### src/rtl/bp_io_cmd_arbiter_pkg.sv
// Shared types and helpers for the BedRock I/O command arbiter.
package bp_io_cmd_arbiter_pkg;

    // Arbiter control states: waiting to pick a winner, or holding a grant.
    typedef enum logic {
        e_idle   = 1'b0,
        e_locked = 1'b1
    } bp_io_arb_state_e;

    // Largest supported requester count; route entries never need more bits.
    localparam int max_req_lp = 8;

    // clog2 that never returns 0, so a one-entry thing still gets a 1-bit index.
    function automatic int safe_clog2(input int n);
        return (n <= 1) ? 1 : $clog2(n);
    endfunction

    // Bits needed to hold the value n itself (0..n inclusive).
    function automatic int bsg_width(input int n);
        return $clog2(n + 1);
    endfunction

    // Width of one route FIFO entry (a requester id).
    function automatic int route_id_width(input int num_req);
        return safe_clog2(num_req);
    endfunction

endpackage

### src/rtl/bp_io_arb_route_fifo.sv
// Small in-order FIFO of requester ids, one entry per outstanding command.
// The head entry names the owner of the next response to arrive.
module bp_io_arb_route_fifo
    import bp_io_cmd_arbiter_pkg::*;
#(
    parameter int depth_p = 4,
    parameter int width_p = 1
) (
    input  logic               clk_i,
    input  logic               reset_n_i,
    input  logic               push_i,
    input  logic [width_p-1:0] data_i,
    input  logic               pop_i,
    output logic [width_p-1:0] head_o,
    output logic               full_o,
    output logic               empty_o
);

    localparam int ptr_width_lp   = safe_clog2(depth_p);
    localparam int count_width_lp = bsg_width(depth_p);

    logic [width_p-1:0]        mem_q [depth_p];
    logic [ptr_width_lp-1:0]   rd_ptr_q, rd_ptr_d;
    logic [ptr_width_lp-1:0]   wr_ptr_q, wr_ptr_d;
    logic [count_width_lp-1:0] count_q, count_d;
    logic                      push_ok;
    logic                      pop_ok;

    function automatic logic [ptr_width_lp-1:0] ptr_inc(input logic [ptr_width_lp-1:0] p);
        return (p == ptr_width_lp'(depth_p - 1)) ? '0 : p + 1'b1;
    endfunction

    assign full_o  = (count_q == count_width_lp'(depth_p));
    assign empty_o = (count_q == '0);
    // A push into a full FIFO is fine when the head leaves in the same cycle.
    assign push_ok = push_i && (!full_o || pop_i);
    assign pop_ok  = pop_i && !empty_o;
    assign head_o  = mem_q[rd_ptr_q];

    // Next pointer and occupancy values.
    always_comb begin
        rd_ptr_d = rd_ptr_q;
        wr_ptr_d = wr_ptr_q;
        count_d  = count_q;
        if (push_ok) begin
            wr_ptr_d = ptr_inc(wr_ptr_q);
        end
        if (pop_ok) begin
            rd_ptr_d = ptr_inc(rd_ptr_q);
        end
        case ({push_ok, pop_ok})
            2'b10:   count_d = count_q + 1'b1;
            2'b01:   count_d = count_q - 1'b1;
            default: count_d = count_q;
        endcase
    end

    // Pointer and occupancy registers; reset discards every entry.
    always_ff @(posedge clk_i or negedge reset_n_i) begin
        if (!reset_n_i) begin
            rd_ptr_q <= '0;
            wr_ptr_q <= '0;
            count_q  <= '0;
        end else begin
            rd_ptr_q <= rd_ptr_d;
            wr_ptr_q <= wr_ptr_d;
            count_q  <= count_d;
        end
    end

    // Entry storage; contents are only meaningful below the occupancy count.
    always_ff @(posedge clk_i) begin
        if (push_ok) begin
            mem_q[wr_ptr_q] <= data_i;
        end
    end

endmodule

### src/rtl/bp_io_cmd_arbiter.sv
// Shares one BedRock I/O command/response port between num_req_p requesters.
// Single-beat commands are arbitrated with a grant lock, limited by the
// io_noc credit count, and responses are steered back in issue order.
// Build option: define BP_IO_CMD_ARB_FIXED_PRIO_EN for fixed priority
// (lowest index wins, no round-robin pointer); default is round-robin.
module bp_io_cmd_arbiter
    import bp_io_cmd_arbiter_pkg::*;
#(
    parameter int  num_req_p       = 2,
    parameter int  header_width_p  = 16,
    parameter int  data_width_p    = 32,
    parameter int  max_credits_p   = 4,
    localparam int lg_req_lp       = route_id_width(num_req_p),
    localparam int credit_width_lp = bsg_width(max_credits_p)
) (
    input  logic                                clk_i,
    input  logic                                reset_n_i,
    input  logic [num_req_p*header_width_p-1:0] req_header_i,
    input  logic [num_req_p*data_width_p-1:0]   req_data_i,
    input  logic [num_req_p-1:0]                req_v_i,
    output logic [num_req_p-1:0]                req_yumi_o,
    output logic [header_width_p-1:0]           req_resp_header_o,
    output logic [data_width_p-1:0]             req_resp_data_o,
    output logic [num_req_p-1:0]                req_resp_v_o,
    input  logic [num_req_p-1:0]                req_resp_ready_i,
    output logic [header_width_p-1:0]           io_cmd_header_o,
    output logic [data_width_p-1:0]             io_cmd_data_o,
    output logic                                io_cmd_v_o,
    input  logic                                io_cmd_yumi_i,
    input  logic [header_width_p-1:0]           io_resp_header_i,
    input  logic [data_width_p-1:0]             io_resp_data_i,
    input  logic                                io_resp_v_i,
    output logic                                io_resp_ready_o,
    output logic [credit_width_lp-1:0]          credits_o,
    output logic                                idle_o,
    output logic                                error_o
);

    bp_io_arb_state_e           state_q, state_d;
    logic [lg_req_lp-1:0]       winner_q, winner_d;
    logic [credit_width_lp-1:0] credits_q, credits_d;
    logic                       error_q, error_d;

    logic [header_width_p-1:0]  hdr_arr  [num_req_p];
    logic [data_width_p-1:0]    data_arr [num_req_p];

    logic                       can_issue;
    logic                       cmd_v;
    logic                       cmd_fire;
    logic [lg_req_lp-1:0]       start_id;
    logic [num_req_p-1:0]       rot_v;
    logic                       pick_v;
    logic [lg_req_lp-1:0]       pick_id;

    logic                       fifo_full;
    logic                       fifo_empty;
    logic [lg_req_lp-1:0]       head_id;
    logic                       resp_pop;
    logic                       resp_stray;

    // Split the flat per-requester buses into indexable arrays.
    for (genvar gi = 0; gi < num_req_p; gi++) begin : g_unpack
        assign hdr_arr[gi]  = req_header_i[gi*header_width_p +: header_width_p];
        assign data_arr[gi] = req_data_i[gi*data_width_p +: data_width_p];
    end

    assign can_issue = (credits_q != credit_width_lp'(max_credits_p)) && !fifo_full;

`ifdef BP_IO_CMD_ARB_FIXED_PRIO_EN
    // Loader priority: the search always starts at requester 0.
    assign start_id = '0;
`else
    logic [lg_req_lp-1:0] ptr_q, ptr_d;
    logic [lg_req_lp:0]   ptr_inc;

    assign start_id = ptr_q;
    assign ptr_inc  = {1'b0, winner_q} + 1'b1;

    // After a command issues, the search starts just past its requester.
    always_comb begin
        ptr_d = ptr_q;
        if (cmd_fire) begin
            ptr_d = (ptr_inc == (lg_req_lp+1)'(num_req_p)) ? '0 : ptr_inc[lg_req_lp-1:0];
        end
    end

    // Round-robin pointer register.
    always_ff @(posedge clk_i or negedge reset_n_i) begin
        if (!reset_n_i) begin
            ptr_q <= '0;
        end else begin
            ptr_q <= ptr_d;
        end
    end
`endif

    // Rotate the valids so bit 0 is the first requester to consider.
    always_comb begin
        rot_v = '0;
        for (int s = 0; s < num_req_p; s++) begin
            if (start_id == lg_req_lp'(s)) begin
                for (int k = 0; k < num_req_p; k++) begin
                    rot_v[k] = req_v_i[(s + k) % num_req_p];
                end
            end
        end
    end

    // First valid requester in rotated order, mapped back to its real index.
    always_comb begin
        logic [lg_req_lp:0] sum;
        pick_v  = 1'b0;
        pick_id = '0;
        sum     = '0;
        for (int k = 0; k < num_req_p; k++) begin
            if (!pick_v && rot_v[k]) begin
                pick_v = 1'b1;
                sum    = {1'b0, start_id} + (lg_req_lp+1)'(k);
                if (sum >= (lg_req_lp+1)'(num_req_p)) begin
                    sum = sum - (lg_req_lp+1)'(num_req_p);
                end
                pick_id = sum[lg_req_lp-1:0];
            end
        end
    end

    // Grant FSM: pick and lock a winner, then present its command until taken.
    always_comb begin
        state_d  = state_q;
        winner_d = winner_q;
        cmd_v    = 1'b0;
        cmd_fire = 1'b0;
        case (state_q)
            e_idle: begin
                if (pick_v && can_issue) begin
                    winner_d = pick_id;
                    state_d  = e_locked;
                end
            end
            e_locked: begin
                cmd_v    = req_v_i[winner_q] && can_issue;
                cmd_fire = cmd_v && io_cmd_yumi_i;
                if (cmd_fire) begin
                    state_d = e_idle;
                end
            end
            default: state_d = e_idle;
        endcase
    end

    // Response steering: the oldest outstanding command owns the response.
    assign resp_pop   = io_resp_v_i && !fifo_empty && req_resp_ready_i[head_id];
    assign resp_stray = io_resp_v_i && fifo_empty;

    // Credit count follows issued minus returned; stray responses only flag.
    always_comb begin
        credits_d = credits_q;
        case ({cmd_fire, resp_pop})
            2'b10:   credits_d = credits_q + 1'b1;
            2'b01:   credits_d = credits_q - 1'b1;
            default: credits_d = credits_q;
        endcase
        error_d = error_q || resp_stray;
    end

    // Control state registers.
    always_ff @(posedge clk_i or negedge reset_n_i) begin
        if (!reset_n_i) begin
            state_q   <= e_idle;
            winner_q  <= '0;
            credits_q <= '0;
            error_q   <= 1'b0;
        end else begin
            state_q   <= state_d;
            winner_q  <= winner_d;
            credits_q <= credits_d;
            error_q   <= error_d;
        end
    end

    bp_io_arb_route_fifo #(
        .depth_p (max_credits_p),
        .width_p (lg_req_lp)
    ) route_fifo (
        .clk_i     (clk_i),
        .reset_n_i (reset_n_i),
        .push_i    (cmd_fire),
        .data_i    (winner_q),
        .pop_i     (resp_pop),
        .head_o    (head_id),
        .full_o    (fifo_full),
        .empty_o   (fifo_empty)
    );

    // Per-requester grant and response-valid strobes.
    for (genvar gi = 0; gi < num_req_p; gi++) begin : g_strobe
        assign req_yumi_o[gi]   = cmd_fire && (winner_q == lg_req_lp'(gi));
        assign req_resp_v_o[gi] = io_resp_v_i && !fifo_empty && (head_id == lg_req_lp'(gi));
    end

    // Outputs are held at zero when nothing is being presented.
    assign io_cmd_v_o        = cmd_v;
    assign io_cmd_header_o   = (state_q == e_locked) ? hdr_arr[winner_q]  : '0;
    assign io_cmd_data_o     = (state_q == e_locked) ? data_arr[winner_q] : '0;
    assign req_resp_header_o = fifo_empty ? '0 : io_resp_header_i;
    assign req_resp_data_o   = fifo_empty ? '0 : io_resp_data_i;
    assign io_resp_ready_o   = fifo_empty ? 1'b1 : req_resp_ready_i[head_id];
    assign credits_o         = credits_q;
    assign idle_o            = (credits_q == '0) && (state_q == e_idle);
    assign error_o           = error_q;

    // A locked requester must keep its command valid until it is accepted.
    a_winner_holds_valid: assert property (
        @(posedge clk_i) disable iff (!reset_n_i)
        (state_q == e_locked) |-> req_v_i[winner_q]
    );

endmodule

### config.mk
export PLATFORM = sky130hd
export DESIGN_NAME = bp_io_cmd_arbiter
export DESIGN_NICKNAME = d
export VERILOG_FILES = /design/src/rtl/bp_io_cmd_arbiter_pkg.sv /design/src/rtl/bp_io_arb_route_fifo.sv /design/src/rtl/bp_io_cmd_arbiter.sv
export SDC_FILE = /design/constraint.sdc
export NUM_CORES = 1
export LEC_CHECK = 0
export ABC_AREA = 0
export ABC_CLOCK_PERIOD_IN_PS = 5500
export BUFFER_PORTS_ARGS = -buffer_cell sky130_fd_sc_hd__buf_4
export CAP_MARGIN = 20
export CELL_PAD_IN_SITES_DETAIL_PLACEMENT = 1
export CELL_PAD_IN_SITES_GLOBAL_PLACEMENT = 1
export CORE_MARGIN = 5
export CORE_UTILIZATION = 21
export DETAILED_ROUTE_END_ITERATION = 12
export GPL_TIMING_DRIVEN = 0
export PLACE_DENSITY = 0.87
export SETUP_SLACK_MARGIN = 0.02
export SLEW_MARGIN = 20
export SYNTH_ARGS = -nofsm -noshare
export SYNTH_HDL_FRONTEND = slang
export SYNTH_SLANG_ARGS = --single-unit
### constraint.sdc
create_clock -name clk_i -period 5.5 [get_ports clk_i]
set_input_delay 0.275 -clock clk_i [delete_from_list [all_inputs] [get_ports clk_i]]
set_output_delay 0.275 -clock clk_i [all_outputs]
set_load 0.005 [all_outputs]
==> results.sh <==
export IMPL_pre_cts_slack_ns=2.86
export IMPL_peakVddDrop_mv=0.143
export IMPL_hold_depth=2
export IMPL_slew_viol_final=0
export IMPL_max_slew_margin_rel_pct=49.8
export IMPL_criticalPathCategory="flip-flop to flip-flop"
export IMPL_htree_levels=1
export IMPL_cts_tree="done"
export IMPL_diodes=0
export IMPL_track_usage_pct=17.5
export IMPL_async_flop_share_pct=77.8
export IMPL_core_area_um2=9330
export IMPL_grt_busiest_layer="met2"
export IMPL_grt_pass1_vias=3061
export IMPL_worst_r2r_cell_count=10
export IMPL_crit_slowest_cell="nor3b_1"
export IMPL_final_nets=674
export IMPL_synth_ff_type="dfrtp_1"
export IMPL_setup_viol=0
export IMPL_wire_per_inst_um=17.0
export IMPL_synthXorXnorAreaFrac_pct=2.60
export IMPL_power_density_nw_per_um2=390
export IMPL_synth_area_um2=2020
export IMPL_layout_drive_gt1_share_pct=52.3
export IMPL_path_depth=10
export IMPL_ys_ff_latch=18
export IMPL_clock_latency_ns=0.25
export IMPL_met1_usage_pct=16.3
export IMPL_yosysMostFrequentCell="nor2_1"
export IMPL_worst_pin_slew_ns=0.752
export IMPL_drtIter0Drc=53
export IMPL_synth_top_family_by_area="simple AND/OR/NAND/NOR gates"
export IMPL_ant_nets=0
export IMPL_cts_made_buffers=3
export IMPL_holdPathEnd="winner_q$_DFFE_PN0P_"
export IMPL_ys_top_cells_by_count="nor2_1 (57), mux2i_1 (53), and2_1 (48), clkbuf_1 (14), dfrtp_1 (14)"
export IMPL_rows=35
export IMPL_met2_usage_pct=35.4
export IMPL_synth_seq_area_share_pct=23.3
export IMPL_ys_warn_count=0
export IMPL_fin_ws_ns=2.87
export IMPL_maxCapViolCount=0
export IMPL_ys_top_cells_by_area="mux2i_1 (26%), dfrtp_1 (17%), and2_1 (15%)"
export IMPL_critPathMaxStageDelay_ns=0.52
export IMPL_die_y_um=108
export IMPL_cp_top_family="simple AND/OR/NAND/NOR gates"
export IMPL_path_clk_slew_ns=0.07
export IMPL_seqPwrFrac_pct=15.8
export IMPL_fin_util_pct=44.8
export IMPL_rsz0062_at_grt="false"
export IMPL_crit_path_end_kind="flip-flop"
export IMPL_clk_path_buf_depth=2
export IMPL_synth_fp_nets=410
export IMPL_initial_core_util_pct=21.7
export IMPL_areaGrowthSynthToFinish_pct=106
export IMPL_fill_cells=1178
export IMPL_p_int_mw=0.939
export IMPL_wl_um=10900
export IMPL_global_route_overflow_total=0
export IMPL_arrival_ns=2.81
export IMPL_finClkSkew_ns=0.00468
export IMPL_io_pins=259
export IMPL_synth_top_area_cell="mux2i_1"
export IMPL_holdWs_ns=0.211
export IMPL_crit_path_cell_trace="nor3b_1 -> a2111oi_4 -> and2_2 -> inv_1 -> ha_1 -> inv_1 -> fa_1 -> xor2_1 -> nor2_1 -> xor2_1"
export IMPL_final_hold_violation_count=0
export IMPL_clk_root_buffer_cell="clkbuf_8"
export IMPL_power_frac_clock_pct=5.7
export IMPL_swShare_pct=42.3
export IMPL_hold_class="input port to flip-flop"
export IMPL_fin_crit_sh_pct=47.9
export IMPL_clock_fmax_mhz=380
export IMPL_synthMuxAreaShare_pct=28.5
export IMPL_grt_antenna_before_repair=0
export IMPL_status="completed"
export IMPL_post_cts_buffers=0
export IMPL_first_pass_iters=4
export IMPL_fin_setup_tns_ns=0
export IMPL_synth_edf_count=4
export IMPL_gp_congestion=0.779
export IMPL_viasPerCell=4.36
export IMPL_period_minus_slack_ns=2.63
export IMPL_die_w_um=108
export IMPL_port_buffers=258
export IMPL_rrSetupSlack_ns=2.87
export IMPL_cp_num_buf_inv=2
export IMPL_grt_max_degree=15
export IMPL_grt_pass1_wl_um=16000
export IMPL_crit_fanout=9
export IMPL_start_kind="flip-flop"
export IMPL_synth_top_area_share_pct=26.2
export IMPL_num_vias=2797
export IMPL_grt_use_met3_pct=6.81
export IMPL_power_frac_comb_pct=78.5
export IMPL_synth_distinct_cells=29
export IMPL_yosys_area_share_simple_pct=29.7
export IMPL_reg2reg_from="credits_o[0]$_DFFE_PN0P_"
export IMPL_total_leakage_power_nw=2.30
export IMPL_drc_errors=0
export IMPL_worst_ep_required_time_ns=5.68
export IMPL_clock_sinks=18
export IMPL_syn_area_per_cell_um2=8.12
export IMPL_die_area_um2=11700
export IMPL_synth_compound_area_share_pct=3.90
export IMPL_synthAdderAreaFrac_pct=6.31
export IMPL_hpwl_um=9890
export IMPL_netlist_instances=249
export IMPL_min_from="req_v_i[0]"
export IMPL_netSwitchingPower_mw=0.690
export IMPL_r2r_end="credits_o[2]$_DFFE_PN0P_"
routing by layer:
layer / up-vias / routed length, µm
li1: 1337 / -
met1: 1282 / 3270
met2: 169 / 6050
met3: 9 / 1420
met4: 0 / 128
met5: - / 0
timing repair:
action                    in CTS  in global routing
hold buffers                   1                  0
gates resized for setup        0                  0
hold endpoints to repair      14                  0
kinds of logic (layout without fill, tap and decap cells):
family	count (synthesis)	after routing
AND/OR/NAND/NOR	120	120
multiplexers	56	56
buffers and inverters	30	293
flip-flops	18	18
AO/OA/AOI/OAI	10	10
adder cells (fa/ha/maj)	9	9
XOR/XNOR	6	6
cells in the final DEF, fill, tap and decap left out, types with 2 or more instances in the layout:
| cell | netlist | routed |
|---|---|---|
| a21oi_1 | 3 | 3 |
| and2_1 | 48 | 48 |
| and3_1 | 6 | 6 |
| buf_1 | 2 | 2 |
| buf_4 | 1 | 259 |
| clkbuf_1 | 14 | 14 |
| clkbuf_8 | 0 | 3 |
| dfrtp_1 | 14 | 14 |
| edfxtp_1 | 4 | 4 |
| fa_1 | 2 | 2 |
| ha_1 | 7 | 7 |
| inv_1 | 12 | 12 |
| mux2_2 | 2 | 2 |
| mux2i_1 | 53 | 53 |
| nand2_1 | 3 | 3 |
| nand3_1 | 2 | 2 |
| nor2_1 | 57 | 57 |
| o21ai_0 | 3 | 3 |
| xnor2_1 | 2 | 2 |
| xor2_1 | 4 | 4 |
how the worst max path moves through the flow:
stage                                  start                                end  slack, ns
floorplan           credits_o[0]$_DFFE_PN0P_           credits_o[2]$_DFFE_PN0P_       3.14
global placement    credits_o[0]$_DFFE_PN0P_  route_fifo.count_q[2]$_DFFE_PN0P_       2.97
detailed placement  credits_o[0]$_DFFE_PN0P_           credits_o[2]$_DFFE_PN0P_       2.86
CTS                 credits_o[0]$_DFFE_PN0P_           credits_o[2]$_DFFE_PN0P_       2.83
global route            winner_q$_DFFE_PN0P_           credits_o[2]$_DFFE_PN0P_       2.66
finish              credits_o[0]$_DFFE_PN0P_           credits_o[2]$_DFFE_PN0P_       2.87
metrics by stage:
step	total power, mW	std cells	cell area, µm²
after CTS	1.66	641	4180
after global routing	1.78	641	4180
after detailed placement	1.56	636	4120
after global placement	1.51	636	4120
final	1.63	641	4180
after floorplan	0.892	249	2020
layout make-up:
class                      instances  area, µm²  share of cell area (%)
clock buffer                       3       41.3                   0.989
timing repair buffer             259       1950                    46.6
multi-input combinational        201       1440                    34.4
buffer                            17       67.6                    1.62
tap                              129        161                    3.87
clock inverter                     1       3.75                  0.0899
inverter                          13       48.8                    1.17
sequential                        18        470                    11.3
state kept, by name (all words and copies together), names as in the netlist:
name,flops
route_fifo.wr_ptr_q,2
ptr_q,1
error_o,1
state_q,1
winner_q,1
route_fifo.rd_ptr_q,2
credits_o,3
route_fifo.count_q,3
route_fifo.mem_q,4
power by group through the flow:
stage | clock network, mW | logic, mW | registers [mW]
final | 0.0936 | 1.28 | 0.257
after global routing | 0.102 | 1.41 | 0.268
after CTS | 0.0954 | 1.31 | 0.258
after detailed placement | 0 | 1.30 | 0.260
after global placement | 0 | 1.26 | 0.253
after floorplan | 0 | 0.647 | 0.245
Note: power is estimated with default switching activity, not from simulation.
